===== src/rtl/pc_pkg.sv =====
// Shared types and defaults for the program-counter stage.
// Latency: n/a (types and constants only).
// Backpressure: n/a.
package pc_pkg;

  localparam int PC_WIDTH = 16;
  localparam int PC_DEPTH = 8;

  // One operation per cycle, chosen by the priority encoder in pc_stack.
  typedef enum logic [2:0] {
    OP_HOLD = 3'd0,
    OP_CLR  = 3'd1,
    OP_LOAD = 3'd2,
    OP_CALL = 3'd3,
    OP_RET  = 3'd4,
    OP_INC  = 3'd5
  } pc_op_e;

endpackage


===== src/rtl/pc_stack_if.sv =====
// Request/status bundle between the PC stage and whoever drives it.
// Latency: n/a (wires only); status fields are all registered in pc_stack.
// Backpressure: none; a request is consumed on every rising edge.
interface pc_stack_if
  import pc_pkg::*;
#(
  parameter int WIDTH = PC_WIDTH,
  parameter int DEPTH = PC_DEPTH
);
  localparam int LW = $clog2(DEPTH + 1);

  logic             clr;
  logic             load;
  logic             call;
  logic             ret;
  logic             inc;
  logic [WIDTH-1:0] in;
  logic [WIDTH-1:0] out;
  logic [LW-1:0]    level;
  logic             empty;
  logic             full;
  logic             ovf;
  logic             unf;

  modport master (
    output clr, load, call, ret, inc, in,
    input  out, level, empty, full, ovf, unf
  );

  modport slave (
    input  clr, load, call, ret, inc, in,
    output out, level, empty, full, ovf, unf
  );

endinterface


===== src/rtl/pc_lifo.sv =====
// Register-array return-address LIFO; top is the most recent push.
// Latency: push/pop take effect on the next rising edge; top/level are registered state.
// Backpressure: push when full and pop when empty are silently dropped.
module pc_lifo
  import pc_pkg::*;
#(
  parameter int WIDTH = PC_WIDTH,
  parameter int DEPTH = PC_DEPTH
) (
  input  logic                         clk,
  input  logic                         rst_n,
  input  logic                         flush,
  input  logic                         push,
  input  logic                         pop,
  input  logic [WIDTH-1:0]             din,
  output logic [WIDTH-1:0]             top,
  output logic [$clog2(DEPTH+1)-1:0]   level,
  output logic                         full,
  output logic                         empty
);
  localparam int LW = $clog2(DEPTH + 1);
  localparam int IW = $clog2(DEPTH);

  logic [WIDTH-1:0] mem [DEPTH];
  logic [LW-1:0]    level_q;
  logic [IW-1:0]    wr_idx;
  logic [IW-1:0]    rd_idx;
  logic             do_push;
  logic             do_pop;

  // Slots at or above level_q are stale; the index wrap at level 0 / DEPTH
  // is harmless because push/pop are gated off in those states.
  assign wr_idx  = IW'(level_q);
  assign rd_idx  = IW'(level_q - LW'(1));
  assign full    = (level_q == LW'(DEPTH));
  assign empty   = (level_q == '0);
  assign do_push = push && !full;
  assign do_pop  = pop && !empty;
  assign top     = mem[rd_idx];
  assign level   = level_q;

  // Occupancy counter; flush wins over any push/pop in the same cycle.
  always_ff @(posedge clk or negedge rst_n) begin
    if (!rst_n) begin
      level_q <= '0;
    end else if (flush) begin
      level_q <= '0;
    end else if (do_push) begin
      level_q <= level_q + LW'(1);
    end else if (do_pop) begin
      level_q <= level_q - LW'(1);
    end
  end

  // Storage is deliberately not reset; only entries below level are ever read.
  always_ff @(posedge clk) begin
    if (do_push && !flush) begin
      mem[wr_idx] <= din;
    end
  end

endmodule


===== src/rtl/pc_stack.sv =====
// Program counter with call/return stack and sticky overflow/underflow flags.
// Latency: one cycle for every operation; all outputs are registered.
// Backpressure: none; illegal call/ret are absorbed and reported via ovf/unf.
module pc_stack
  import pc_pkg::*;
#(
  parameter int WIDTH = PC_WIDTH,
  parameter int DEPTH = PC_DEPTH
) (
  input  logic       clk,
  input  logic       rst_n,
  pc_stack_if.slave  bus
);
  localparam int LW = $clog2(DEPTH + 1);

  pc_op_e           op;
  logic [WIDTH-1:0] pc_q;
  logic [WIDTH-1:0] pc_nxt;
  logic [WIDTH-1:0] stk_top;
  logic [LW-1:0]    stk_level;
  logic             stk_full;
  logic             stk_empty;
  logic             stk_push;
  logic             stk_pop;
  logic             stk_flush;
  logic             ovf_q;
  logic             unf_q;

  // Strict priority: clr > load > call > ret > inc > hold.
  always_comb begin
    op = OP_HOLD;
    if (bus.clr) begin
      op = OP_CLR;
    end else if (bus.load) begin
      op = OP_LOAD;
    end else if (bus.call) begin
      op = OP_CALL;
    end else if (bus.ret) begin
      op = OP_RET;
    end else if (bus.inc) begin
      op = OP_INC;
    end
  end

  // Stack controls follow the chosen op only, so ignored requests have no side effects.
  always_comb begin
    stk_flush = (op == OP_CLR);
    stk_push  = (op == OP_CALL) && !stk_full;
    stk_pop   = (op == OP_RET) && !stk_empty;
  end

  // Return address and increment share one adder; wraps mod 2^WIDTH.
  assign pc_nxt = pc_q + WIDTH'(1);

  pc_lifo #(
    .WIDTH (WIDTH),
    .DEPTH (DEPTH)
  ) u_lifo (
    .clk   (clk),
    .rst_n (rst_n),
    .flush (stk_flush),
    .push  (stk_push),
    .pop   (stk_pop),
    .din   (pc_nxt),
    .top   (stk_top),
    .level (stk_level),
    .full  (stk_full),
    .empty (stk_empty)
  );

  // PC register and sticky error flags.
  always_ff @(posedge clk or negedge rst_n) begin
    if (!rst_n) begin
      pc_q  <= '0;
      ovf_q <= 1'b0;
      unf_q <= 1'b0;
    end else begin
      case (op)
        OP_CLR: begin
          pc_q  <= '0;
          ovf_q <= 1'b0;
          unf_q <= 1'b0;
        end
        OP_LOAD: pc_q <= bus.in;
        OP_CALL: begin
          if (stk_full) begin
            ovf_q <= 1'b1;
          end else begin
            pc_q <= bus.in;
          end
        end
        OP_RET: begin
          if (stk_empty) begin
            unf_q <= 1'b1;
          end else begin
            pc_q <= stk_top;
          end
        end
        OP_INC:  pc_q <= pc_nxt;
        default: pc_q <= pc_q;
      endcase
    end
  end

  assign bus.out   = pc_q;
  assign bus.level = stk_level;
  assign bus.empty = stk_empty;
  assign bus.full  = stk_full;
  assign bus.ovf   = ovf_q;
  assign bus.unf   = unf_q;

endmodule


===== src/flat_wrapper.sv =====
// flat-port wrapper written by rule: the top's interface ports become plain ports
module pc_stack_flat import pc_pkg::*;
#(
  parameter int WIDTH = PC_WIDTH,
  parameter int DEPTH = PC_DEPTH
)
  (clk, rst_n, bus_clr, bus_load, bus_call, bus_ret, bus_inc, bus_in, bus_out, bus_level, bus_empty, bus_full, bus_ovf, bus_unf);
  pc_stack_if #(.WIDTH(WIDTH), .DEPTH(DEPTH)) bus_i ();
  input  logic clk;
  input  logic rst_n;
  input wire logic [$bits(bus_i.clr)-1:0] bus_clr;
  input wire logic [$bits(bus_i.load)-1:0] bus_load;
  input wire logic [$bits(bus_i.call)-1:0] bus_call;
  input wire logic [$bits(bus_i.ret)-1:0] bus_ret;
  input wire logic [$bits(bus_i.inc)-1:0] bus_inc;
  input wire logic [$bits(bus_i.in)-1:0] bus_in;
  output wire logic [$bits(bus_i.out)-1:0] bus_out;
  output wire logic [$bits(bus_i.level)-1:0] bus_level;
  output wire logic [$bits(bus_i.empty)-1:0] bus_empty;
  output wire logic [$bits(bus_i.full)-1:0] bus_full;
  output wire logic [$bits(bus_i.ovf)-1:0] bus_ovf;
  output wire logic [$bits(bus_i.unf)-1:0] bus_unf;
  assign bus_i.clr = bus_clr;
  assign bus_i.load = bus_load;
  assign bus_i.call = bus_call;
  assign bus_i.ret = bus_ret;
  assign bus_i.inc = bus_inc;
  assign bus_i.in = bus_in;
  assign bus_out = bus_i.out;
  assign bus_level = bus_i.level;
  assign bus_empty = bus_i.empty;
  assign bus_full = bus_i.full;
  assign bus_ovf = bus_i.ovf;
  assign bus_unf = bus_i.unf;
  pc_stack #(.WIDTH(WIDTH), .DEPTH(DEPTH)) u_core (.clk(clk), .rst_n(rst_n), .bus(bus_i));
endmodule

===== config.mk =====
export PLATFORM = sky130hd
export DESIGN_NAME = pc_stack_flat
export DESIGN_NICKNAME = d
export VERILOG_FILES = /design/src/rtl/pc_pkg.sv /design/src/rtl/pc_stack_if.sv /design/src/rtl/pc_lifo.sv /design/src/rtl/pc_stack.sv /design/src/flat_wrapper.sv
export SDC_FILE = /design/constraint.sdc
export NUM_CORES = 1
export LEC_CHECK = 0
export ABC_AREA = 1
export CORE_AREA = 2 2 131 164
export CTS_BUF_LIST = sky130_fd_sc_hd__clkbuf_16
export DETAILED_ROUTE_END_ITERATION = 10
export DIE_AREA = 0 0 133 166
export SYNTH_ARGS = -nofsm -noshare
export SYNTH_HDL_FRONTEND = slang
export SYNTH_HIERARCHICAL = 1
export SYNTH_SLANG_ARGS = --single-unit

===== constraint.sdc =====
create_clock -name clk -period 4.22 [get_ports clk]
set_input_delay 0.844 -clock clk [delete_from_list [all_inputs] [get_ports clk]]
set_output_delay 0.844 -clock clk [all_outputs]
set_load 0.03 [all_outputs]

==> results of run 1 <==
## worst register-to-register path, stage by stage (launching register included)
cell and delay, ps:
sky130_fd_sc_hd__dfrtp_1 560, sky130_fd_sc_hd__inv_1 180, sky130_fd_sc_hd__ha_1 830, sky130_fd_sc_hd__inv_2 340, sky130_fd_sc_hd__o21ai_0 190, sky130_fd_sc_hd__o22ai_1 100, sky130_fd_sc_hd__nand2_1 80, sky130_fd_sc_hd__o21ai_2 80
sky130_fd_sc_hd__a22oi_1 250, sky130_fd_sc_hd__nand2_1 80, sky130_fd_sc_hd__nand2_1 70, sky130_fd_sc_hd__nand2_1 40
## stage by stage
step	power (uW)	cells	cell area (um2)	setup WS, ps	util
6_report	4490	1016	8410	921	0.408
5_1_grt	4700	1016	8410	809	0.408
2_1_floorplan	2590	684	7080	387	-
3_3_place_gp	2950	985	7800	1020	0.379
4_1_cts	4520	1016	8410	899	0.408
3_5_place_dp	2950	985	7800	1000	0.379
## path summary, 6_finish.rpt
kind | start | to | slack, ps | depth (start not counted)
setup / recovery | u_core/u_lifo/level[1] | bus_empty | 920 | 5
hold / removal | u_core/bus.ovf | u_core/bus.ovf | 490 | 2
setup reg to reg | u_core/u_lifo/level[1] | u_core/bus.out[12] | 1320 | 11
hold reg to reg | u_core/bus.ovf | u_core/bus.ovf | 490 | 2
max in group asynchronous | rst_n | u_core/u_lifo/level[0] | 2510 | 1
min in group asynchronous | rst_n | u_core/bus.ovf | 1000 | 1
## cells in the mapped netlist (2+ instances only)
library cell / instances
sky130_fd_sc_hd__and2_1: 6
sky130_fd_sc_hd__nor3_1: 5
sky130_fd_sc_hd__inv_4: 3
sky130_fd_sc_hd__inv_1: 40
sky130_fd_sc_hd__o22ai_1: 16
sky130_fd_sc_hd__nor2_4: 3
sky130_fd_sc_hd__clkbuf_1: 2
sky130_fd_sc_hd__nor2_1: 96
sky130_fd_sc_hd__a22oi_1: 9
sky130_fd_sc_hd__o21ai_2: 8
sky130_fd_sc_hd__nor4_2: 2
sky130_fd_sc_hd__o21ai_0: 79
sky130_fd_sc_hd__dfrtp_1: 22
sky130_fd_sc_hd__o21ai_1: 16
sky130_fd_sc_hd__xnor2_2: 2
sky130_fd_sc_hd__buf_2: 10
sky130_fd_sc_hd__nand3_1: 30
sky130_fd_sc_hd__edfxtp_1: 128
sky130_fd_sc_hd__nand3_2: 2
sky130_fd_sc_hd__xor2_1: 3
sky130_fd_sc_hd__nor2_2: 5
sky130_fd_sc_hd__buf_6: 5
sky130_fd_sc_hd__buf_4: 10
sky130_fd_sc_hd__clkbuf_2: 3
sky130_fd_sc_hd__ha_1: 3
sky130_fd_sc_hd__nand3_4: 2
sky130_fd_sc_hd__inv_2: 7
sky130_fd_sc_hd__nand4_1: 7
sky130_fd_sc_hd__nand2_1: 147
sky130_fd_sc_hd__nand2_4: 3
sky130_fd_sc_hd__nand2_2: 3
## power groups by stage
stage	logic, uW	registers, uW	clock network (uW)
finish	1160	1760	1570
global route	1280	1770	1660
CTS	1170	1760	1590
detailed placement	1160	1790	0
global placement	1160	1790	0
floorplan	766	1820	0
## final cells by class
type / instances / area, um2
clock buffers: 17 / 425
fillers: 1977 / 12200
repair buffers: 58 / 563
clock inverters: 14 / 183
inverters: 50 / 195
multi-input cells: 453 / 2300
well taps: 274 / 343
flip-flops and latches: 150 / 4400
## routing by layer
metal,up-vias,global-route usage
met3,32,0.0266
met4,0,0.0631
met1,2346,0.209
met5,-,0
met2,165,0.263
li1,2440,-
## sequential cells by signal (all words and copies together), names as in the netlist
register / count
u_core/u_lifo/mem: 128
u_core/bus.out: 16
u_core/u_lifo/level: 4
u_core/bus.ovf: 1
u_core/bus.unf: 1
## cells by family (layout without fill, tap and decap cells)
group,after synthesis,after routing,synth area share
buffers and inverters,81,139,0.0585
flip-flops,150,150,0.621
adder cells (fa/ha/maj),3,3,0.00531
AO/OA/AOI/OAI,128,128,0.101
AND/OR/NAND/NOR,315,315,0.200
XOR/XNOR,7,7,0.0145
==> metrics.txt, run 1 <==
total of warnings raised by yosys 6; count of state elements after synthesis 150; count of H-tree levels built during CTS 4; TritonCTS clock tree yes; post-CTS clock slew at the launch and capture registers of the worst setup and hold paths around 70 ps; maximum buffer depth of the clock tree 2; Routed met3 length about 730 um; part of the power in the clock network 0.350; average wire per standard cell 16.8 um; unrepaired setup endpoints after global routing false; power density over the cells 533 nW/um2; ys async rst share 0.147; maximum fanout count along the critical path 9; Seq pwr share 0.392; WL final 17100 um; DR vias/cell 4.90; worst path required time around 3400 ps; Crit path arrival time approximately 2500 ps; final-layout worst hold slack slightly below 500 ps; Avg Inst Size Synth 10.3 um2; portion of the post-synthesis area used by sequential elements 0.621; area enclosed by the die boundary approximately 22000 um2; class of the tightest hold or removal check reg -> reg; first-iteration detailed-routing DRC count approximately 380; floorplan die height about 170 um; total vias in the final route ~5000; cell type contributing the most total cell area after synthesis sky130_fd_sc_hd__edfxtp_1; total of endpoints with negative setup slack in the final report 0; combinational share of power 0.258; post-CTS setup repair buffer count 0; Worst slew margin 0.287; Sw Share 0.322; final-layout setup total negative slack 0 ps; actual transition at the worst max-transition pin 1070 ps; family with the most delay on the worst path buffers and inverters; Max Slew Vio Count 0; crit-path max cell delay about 700 ps; most used flip-flop cell after synthesis sky130_fd_sc_hd__edfxtp_1; number of flops mapped to enable cells by yosys 128; post-synthesis cell type count 38; PostCTS Resize Cnt 0; clock insertion delay at the later pin of the skew report roughly 410 ps; P&R area growth vs syn 18.9%; synthesized netlist cell count approximately 680; number of global-route vias before repair 4889; detailed-route DRC error count 0; number of hold buffers added after CTS 0; net count of the mapped netlist 710; combined buffer and inverter count along the critical path 3; standard-cell rows 59; first-pass GRT wire length approximately 27000 um; length of routed wiring on met1 ~7600 um; maximum number of pins on one net before global-route repair 72; Crit. End Element primary output; routability congestion estimate from global placement 0.870; Final HPWL DP 11000 um; nature of the critical path startpoint flip-flop; status completed; fraction of layout instances using a drive strength above 1 0.120; Static Leak between 0.003 and 0.004 uW; switching power summed over all nets approximately 1400 uW; antenna fix cells 0; first-pass detailed-route iteration total 5; Peak Freq ~300 MHz; Routed Antenna Nets 0; cells along the critical path inv_1 > ha_1 > nand3_1 > inv_1 > clkdlybuf4s50_1; Die W between 100 and 150 um; fraction of post-synthesis cell area in the top cell type by area 0.543; number of buffers inserted by port buffering between 40 and 50; Initial Utilization 0.344; root buffer cell sky130_fd_sc_hd__clkbuf_16; post-route minimum period approximately 3300 ps; aggregate global routing overflow 0; final-stage net count 756; max_cap viols 0; highest metal layer with signal wires met4; met2 wirelength from detailed routing 8310 um; skew final 11.5 ps; Hold Violations, Final 0; most common cell after layout, fill and taps aside sky130_fd_sc_hd__nand2_1; commonest cells after routing, fill and taps aside sky130_fd_sc_hd__nand2_1 (147), sky130_fd_sc_hd__edfxtp_1 (128), sky130_fd_sc_hd__nor2_1 (96); clock net sink count 150; initial antenna violation count 0; ratio of final minimum period to clock period 0.782; TritonCTS buffer count 17; io pins 47; cell at the slowest stage of the critical path sky130_fd_sc_hd__clkdlybuf4s50_1; top area cells in the synthesized netlist sky130_fd_sc_hd__edfxtp_1 (54%), sky130_fd_sc_hd__nand2_1 (7.8%), sky130_fd_sc_hd__dfrtp_1 (7.8%); Post-Syn Area just over 7000 um2; cell internal pwr 3040 uW; Core ar. between 20000 and 25000 um2; Most Frequent Cell on Critical Path sky130_fd_sc_hd__inv_1; GRT Util Overall 0.159; VDD IR max ~0.00027 V; Setup Crit Path Kind reg -> out
Power figures use the tool's default switching activity.
==> run 2, diff against run 1 <==
clock period = 3.15 ns   (was 4.22 ns; I/O delays follow)
==> metrics.txt, run 2 (synthesized netlist as in run 1, its figures left out) <==
status completed; number of flip-flops under the largest register name approximately 130; Register-to-Register Path Depth 10; TritonCTS buffer count 17; minimum setup slack among reg-to-reg paths 460 ps; total of endpoints with negative setup slack in the final report 0; floorplan die height about 170 um; maximum fanout count along the critical path 9; Worst slew margin 0.480; Seq pwr share 0.397; ratio of final minimum period to clock period 0.928; part of the power in the clock network 0.329; origin of the worst setup path u_core/u_lifo/level[1]; number of buffers inserted by port buffering 46; GRT Util Overall 0.156; Crit Reg-Reg Endpoint u_core/u_lifo/mem[1][8]; actual transition at the worst max-transition pin approximately 780 ps; final-stage net count about 760; number of global-route vias before repair 4730; Peak Freq 342 MHz; cell internal pwr roughly 3900 uW; Sw Share 0.335; total vias in the final route about 5000; unrepaired setup endpoints after global routing false; VDD IR max ~0.00034 V; first-iteration detailed-routing DRC count ~300; P&R area growth vs syn 19.6%; count of H-tree levels built during CTS 4; final design instance area without fill about 8500 um2; utilization after layout 0.411; post-CTS setup repair buffer count 0; skew final 9.23 ps; class of the tightest hold or removal check reg -> reg; switching power summed over all nets 1970 uW; Final HPWL DP 11100 um; Setup Crit Path Kind reg -> out; clock insertion delay at the later pin of the skew report ~420 ps; maximum number of pins on one net before global-route repair 72; TritonCTS clock tree yes; area enclosed by the die boundary 22100 um2; PostCTS Resize Cnt 0; clock net sink count 150; first-pass GRT wire length roughly 26000 um; commonest cells after routing, fill and taps aside sky130_fd_sc_hd__nand2_1 (147), sky130_fd_sc_hd__edfxtp_1 (128), sky130_fd_sc_hd__nor2_1 (94); Routed Antenna Nets 0; max_cap viols 0; combinational share of power 0.274; Die W ~130 um; io pins 47; maximum buffer depth of the clock tree 2; post-CTS clock slew at the launch and capture registers of the worst setup and hold paths 60 ps; Max Slew Vio Count 0; Core ar. a little over 20000 um2; post-route minimum period between 2000 and 3000 ps; Biggest register u_core/u_lifo/mem; WL final ~17000 um; Hold Violations, Final 0; nature of the critical path startpoint flip-flop; root buffer cell sky130_fd_sc_hd__clkbuf_16; detailed-route DRC error count 0; antenna fix cells 0; Total Power Consumption between 5000 and 6000 uW; Crit. End Element primary output; most common cell after layout, fill and taps aside sky130_fd_sc_hd__nand2_1; standard-cell rows slightly below 60; total placed instance area slightly below 8000 um2; first-pass detailed-route iteration total 5; worst path required time 2520 ps; final-layout setup total negative slack 0 ps; Critical R2R Launch u_core/u_lifo/level[1]; Crit path arrival time 2290 ps; Initial Utilization 0.344; aggregate global routing overflow 0; average wire per standard cell about 16 um; power density over the cells about 700 nW/um2; initial antenna violation count 0; number of hold buffers added after CTS 0; Worst setup endpoint bus_empty; Static Leak ~0.0032 uW; routability congestion estimate from global placement about 0.93; DR vias/cell 4.91; fraction of layout instances using a drive strength above 1 0.132
## run 2: cell types whose count changed in the layout (fill, tap and decap cells not counted), sizes merged
| cell | change |
|---|---|
| buf | +2 |
| bufinv | -3 |
| clkbuf | +1 |
| clkinv | +2 |
| clkinvlp | +2 |
| inv | -1 |
## run 2: power groups by stage
stage               Clock (uW)  Combinational [uW]  Sequential [uW]
floorplan                    0                1070             2440
global placement             0                1600             2380
detailed placement           0                1610             2380
CTS                       1980                1620             2340
global route              2060                1790             2350
finish                    1940                1610             2340
## run 2: final cells by class
cell class / instances / area [um2]
Multi-Input combinational cell: 453 / 2370
Inverter: 50 / 201
Sequential cell: 150 / 4400
Clock inverter: 14 / 125
Fill cell: 1995 / 12100
Tap cell: 274 / 343
Clock buffer: 18 / 450
Timing Repair Buffer: 60 / 578
## run 2: worst min-delay path by stage
stage	start	slack [ps]	end	cells past startpoint
after floorplan	rst_n	330	u_core/bus.out[0]	0
after CTS	u_core/bus.ovf	510	u_core/bus.ovf	2
after detailed placement	u_core/bus.ovf	490	u_core/bus.ovf	2
after global placement	u_core/bus.ovf	470	u_core/bus.ovf	2
final	u_core/bus.ovf	510	u_core/bus.ovf	2
after global routing	u_core/bus.unf	560	u_core/bus.unf	2
## run 2: per-layer routing
metal | vias to the layer above | track usage | share of wire
li1 | 2455 | - | -
met1 | 2377 | 0.208 | 0.45
met2 | 149 | 0.247 | 0.48
met3 | 21 | 0.0339 | 0.046
met4 | 0 | 0.0608 | 0.019
met5 | - | 0 | 0
## run 2: worst max-delay path: stages, from the launching register on
cell                              delay (ps)
sky130_fd_sc_hd__dfrtp_2                 480
sky130_fd_sc_hd__inv_1                   200
sky130_fd_sc_hd__ha_4                    210
sky130_fd_sc_hd__nand3_1                 120
sky130_fd_sc_hd__inv_1                   160
sky130_fd_sc_hd__clkdlybuf4s50_1         700
## run 2: per-stage QoR
step / hold slack (ps) / std cells / worst slack [ps]
6_report: 510 / 1019 / 225
3_3_place_gp: 475 / 987 / 260
3_5_place_dp: 491 / 987 / 227
5_1_grt: 561 / 1019 / 79.5
4_1_cts: 506 / 1019 / 197
2_1_floorplan: 334 / 684 / 27.5
==> run 3, diff against run 2 <==
PLACE_DENSITY = 0.6   (was default)
==> results of run 3 <==
Final layout, timing and power as in run 2 (identical DEF).
